## config.mk

```make
export PLATFORM = sky130hd
export DESIGN_NAME = mem_arbiter
export DESIGN_NICKNAME = d
export VERILOG_FILES = /design/src/rtl/mem_arbiter.sv
export SDC_FILE = /design/constraint.sdc
export NUM_CORES = 1
export LEC_CHECK = 0
export BUFFER_PORTS_ARGS = -buffer_cell sky130_fd_sc_hd__buf_4
export CAP_MARGIN = 20
export CORE_AREA = 2 2 109 111
export CTS_CLUSTER_DIAMETER = 150
export DETAILED_ROUTE_END_ITERATION = 8
export DIE_AREA = 0 0 111 113
export PLACE_DENSITY = 0.72
export SLEW_MARGIN = 10
export SYNTH_ARGS = -nofsm -noshare
export SYNTH_HDL_FRONTEND = slang
export SYNTH_SLANG_ARGS = --single-unit
```

## constraint.sdc

```tcl
create_clock -name clk -period 2.3 [get_ports clk]
set_input_delay 0.23 -clock clk [delete_from_list [all_inputs] [get_ports clk]]
set_output_delay 0.23 -clock clk [all_outputs]
set_load 0.02 [all_outputs]
```

## src/rtl/mem_arbiter.sv

```systemverilog
// Shares one memory port between the instruction fetch unit and the load/store unit.
// One transaction in flight, round-robin on ties, sticky watchdog on a stalled memory response.
module mem_arbiter #(
    parameter int ADDR_W  = 32,
    parameter int DATA_W  = 32,
    parameter int TIMEOUT = 255
) (
    input  logic                clk,
    input  logic                rst,
    input  logic                ifu_req_valid,
    output logic                ifu_req_ready,
    input  logic [ADDR_W-1:0]   ifu_addr,
    output logic                ifu_rsp_valid,
    input  logic                ifu_rsp_ready,
    output logic [DATA_W-1:0]   ifu_rdata,
    input  logic                lsu_req_valid,
    output logic                lsu_req_ready,
    input  logic [ADDR_W-1:0]   lsu_addr,
    input  logic                lsu_wen,
    input  logic [DATA_W-1:0]   lsu_wdata,
    input  logic [DATA_W/8-1:0] lsu_wmask,
    output logic                lsu_rsp_valid,
    input  logic                lsu_rsp_ready,
    output logic [DATA_W-1:0]   lsu_rdata,
    output logic                mem_req_valid,
    input  logic                mem_req_ready,
    output logic [ADDR_W-1:0]   mem_addr,
    output logic                mem_wen,
    output logic [DATA_W-1:0]   mem_wdata,
    output logic [DATA_W/8-1:0] mem_wmask,
    input  logic                mem_rsp_valid,
    output logic                mem_rsp_ready,
    input  logic [DATA_W-1:0]   mem_rdata,
    output logic                timeout_err
);

    localparam int TIMER_W = $clog2(TIMEOUT + 2);

    typedef enum logic [1:0] {IDLE, REQ, RSP} state_t;
    typedef enum logic {SRC_IFU, SRC_LSU} src_t;

    state_t             state, state_next;
    src_t               owner, last_grant;
    logic [TIMER_W-1:0] timer;
    logic               grant_ifu, grant_lsu;
    logic               rsp_fire, watchdog_fire;

    assign ifu_rdata = mem_rdata;
    assign lsu_rdata = mem_rdata;

    always_comb begin
        state_next    = state;
        grant_ifu     = 1'b0;
        grant_lsu     = 1'b0;
        rsp_fire      = 1'b0;
        watchdog_fire = 1'b0;
        ifu_req_ready = 1'b0;
        lsu_req_ready = 1'b0;
        ifu_rsp_valid = 1'b0;
        lsu_rsp_valid = 1'b0;
        mem_req_valid = 1'b0;
        mem_rsp_ready = 1'b0;
        case (state)
            IDLE: begin
                // Readys are gated by reset so nothing is offered while held in reset.
                if (rst) begin
                    grant_ifu = ifu_req_valid && (!lsu_req_valid || last_grant == SRC_LSU);
                    grant_lsu = lsu_req_valid && !grant_ifu;
                end
                ifu_req_ready = grant_ifu;
                lsu_req_ready = grant_lsu;
                if (grant_ifu || grant_lsu) begin
                    state_next = REQ;
                end
            end
            REQ: begin
                mem_req_valid = 1'b1;
                if (mem_req_ready) begin
                    state_next = RSP;
                end
            end
            RSP: begin
                if (owner == SRC_IFU) begin
                    ifu_rsp_valid = mem_rsp_valid;
                    mem_rsp_ready = ifu_rsp_ready;
                end else begin
                    lsu_rsp_valid = mem_rsp_valid;
                    mem_rsp_ready = lsu_rsp_ready;
                end
                rsp_fire      = mem_rsp_valid && mem_rsp_ready;
                // A response handshake on the deadline cycle takes priority over the abort.
                watchdog_fire = (TIMEOUT != 0) && (timer == TIMER_W'(TIMEOUT)) && !rsp_fire;
                if (rsp_fire || watchdog_fire) begin
                    state_next = IDLE;
                end
            end
            default: state_next = IDLE;
        endcase
    end

    always_ff @(posedge clk or negedge rst) begin
        if (!rst) begin
            state       <= IDLE;
            owner       <= SRC_IFU;
            last_grant  <= SRC_LSU;
            timer       <= '0;
            timeout_err <= 1'b0;
            mem_addr    <= '0;
            mem_wen     <= 1'b0;
            mem_wdata   <= '0;
            mem_wmask   <= '0;
        end else begin
            state <= state_next;
            if (grant_ifu) begin
                mem_addr   <= ifu_addr;
                mem_wen    <= 1'b0;
                mem_wdata  <= '0;
                mem_wmask  <= '0;
                owner      <= SRC_IFU;
                last_grant <= SRC_IFU;
            end else if (grant_lsu) begin
                mem_addr   <= lsu_addr;
                mem_wen    <= lsu_wen;
                mem_wdata  <= lsu_wdata;
                mem_wmask  <= lsu_wmask;
                owner      <= SRC_LSU;
                last_grant <= SRC_LSU;
            end
            // Timer restarts on every entry into RSP and only runs while waiting there.
            if (state == REQ) begin
                timer <= '0;
            end else if (state == RSP && TIMEOUT != 0) begin
                timer <= timer + TIMER_W'(1);
            end
            if (watchdog_fire) begin
                timeout_err <= 1'b1;
            end
        end
    end

endmodule

```

==> metrics.txt <==
DR WL/cell 16.01 µm; endpoints failing setup 0; max-slew violations 0; Rows 39; Clock Path Buffers 2; Netlist Area Pre-Place 4179 µm²; DR vias 3525; largest cells by area after synthesis dfrtp_1 49%, buf_4 12%, a22o_1 7.8%; Tcrit/Tclk final 93.95%; #FFs+latches synth 83; Via density 5.176; Place WS 0.3469 ns; Post-DP Area 5229 µm²; leakage power 2.719 nW; pwr dens 1374 nW/µm²; Final ANT Viol Nets 0; GRT Total Usage 17.07%; post-route minimum period 2.161 ns; vias in the first global route 3474; largest net degree at the start of global routing 71; Hold Path Depth 2; Final Instance Area 5562 µm²; Crit Path Category flop to primary output; FMAX 462.8 MHz; dpl cells 664; RSZ-0062 raised after global routing no; ANT cells 0; r2r startpoint timer[0]; final core occ 49.34%; CP Capture Type primary output; DRC violations left 0; Die Ht 113 µm; antenna violations before repair 0; yosys warns 0; Pre-Repair DR Iteration Count 4; first-pass GRT wire length 17.28 mm; Max FO, Critical Path 33; Slew headroom 42.90%; port bufs 184; final WL 10.90 mm; Die W 111 µm; Final nets 679; peak supply drop 0.0006349 V; Least-Margin Pin Slew 0.8565 ns; Final Hold Viols 0; status finished, final reports clean; area share of the largest cell type after synthesis 49.10%; average size of a mapped cell 10.05 µm²; setup ws final 0.1391 ns; Seq/Total Area, Yosys 49.73%; post-synth net total 562; # IOs 281; Post-synth ARST share 100.0%; hold endpoint mem_wdata[11]; Top FF cell, synth dfrtp_1; Post-Synthesis Cells 416; Layout Skew 0.007554 ns; reg2reg setup slack 0.41 ns; count leader, synth dfrtp_1; clock slew seen by the registers of the worst setup and hold paths 0.07 ns; Finished Layout Cells 681; GRT overflow 0; distinct cell type count after synthesis 38; DR iter-0 viols 255; synth cell count leaders 82 x dfrtp_1, 70 x nand2_1, 65 x buf_4; Worst EP required 2.07 ns; largest area contributor in the netlist dfrtp_1; CP startpoint kind flop; Clock Latency Late Sink 0.33 ns; die area 12540 µm²; core footprint 11270 µm²; Worst Reg-to-Reg Cells 7; CTS buffer count 9; Max Cap Viol 0; Setup crit start state[1]; Initial Util 37.07%; number of flops mapped to enable cells by yosys 0; CTS H-tree lvls 3; Area Overhead vs Synth 33.08%; CP arrival 1.93 ns; clk sink count 83; Final HPWL DP 7.819 mm; RR Endpoint state[0]; clk root buf clkbuf_16; CTS tree yes; Hold Path Class input pin to flop; gpl congestion 0.7988; share of cells above drive strength 1 41.64%; Setup TNS 0 ns; hold wc startpoint lsu_wdata[11]
==> where the power goes <==
group / total, W / switching (W) / internal, W
Sequential: 0.00263 / 0.000462 / 0.00216
Combinational: 0.00355 / 0.00194 / 0.00161
Clock: 0.00146 / 0.000585 / 0.000880
Total: 0.00764 / 0.00299 / 0.00465
==> sequential cells by signal (all words and copies together) (netlist names) <==
register	cells
mem_wmask	4
mem_wen	1
mem_wdata	32
owner	1
timeout_err	1
state	2
timer	9
last_grant	1
mem_addr	32
==> layer usage <==
| metal | track usage, % | part of all wire, % | up-vias |
|---|---|---|---|
| li1 | - | - | 1637 |
| met1 | 20.92 | 41 | 1684 |
| met2 | 27.65 | 48 | 179 |
| met3 | 4.981 | 8.6 | 25 |
| met4 | 8.583 | 2.2 | 0 |
| met5 | 0 | 0 | - |
==> cells by family (layout without fill, tap and decap cells) <==
kind of cell               count (synthesis)  in the layout  share of synthesized area (%)
AOI/OAI and AO/OA                         95             95                          18.02
xor gates and xnor gates                   1              1                         0.2096
adders and majority gates                  5              5                          1.497
buffers and inverters                     98            220                          15.66
DFF                                       83             83                          49.73
muxes                                      3              3                         0.7784
and+or+nand+nor                          131            131                          14.10
==> final cells by class <==
cell class	instances	area [µm²]
clock buffers	10	239.0
inverters	7	31.28
fillers	1037	5710
repair buffers	197	1494
well taps	143	178.9
flip-flops and latches	83	2078
multi-input cells	235	1469
clock inverters	6	71.32
==> critical path, stage by stage, from the launching register on <==
cell     delay [ns]
dfrtp_1        0.42
inv_1          0.12
ha_2           0.29
and3_1         0.26
nand2_4        0.09
inv_6          0.21
buf_4          0.20
==> worst max-delay path by stage <==
stage	endpoint	cells past startpoint
4_1_cts	ifu_req_ready	6
3_3_place_gp	ifu_req_ready	6
6_report	ifu_req_ready	6
2_1_floorplan	state[0]	7
3_5_place_dp	ifu_req_ready	6
5_1_grt	ifu_req_ready	6
==> placed cells by master (no fill, tap or decap), types with 3 or more instances in the layout <==
cell type and n:
a21oi_1 3, a22o_1 37, a31o_2 3, buf_4 195
clkbuf_16 9, dfrtp_1 82, ha_1 4, inv_1 6
inv_6 3, nand2_1 70, nand2b_1 4, nand3_1 37
nor2_1 7, o211ai_1 34, o21ai_0 5
==> through the flow <==
stage	power (W)	hold WS, ns
2_1_floorplan	0.004771	-0.06559
3_3_place_gp	0.006121	0.1279
3_5_place_dp	0.006210	0.1338
4_1_cts	0.007727	0.1045
5_1_grt	0.008116	0.1026
6_report	0.007642	0.1198
==> what timing repair did <==
item | 4_1_cts | 5_1_grt
gates resized for setup | 2 | 1
setup endpoints to repair | 2 | 2
endpoints found under the hold margin | 12 | 0
hold buffers | 1 | 0
cloned | 0 | 0
setup buffers | 0 | 0
No activity file was read; power rests on OpenSTA's default activity.
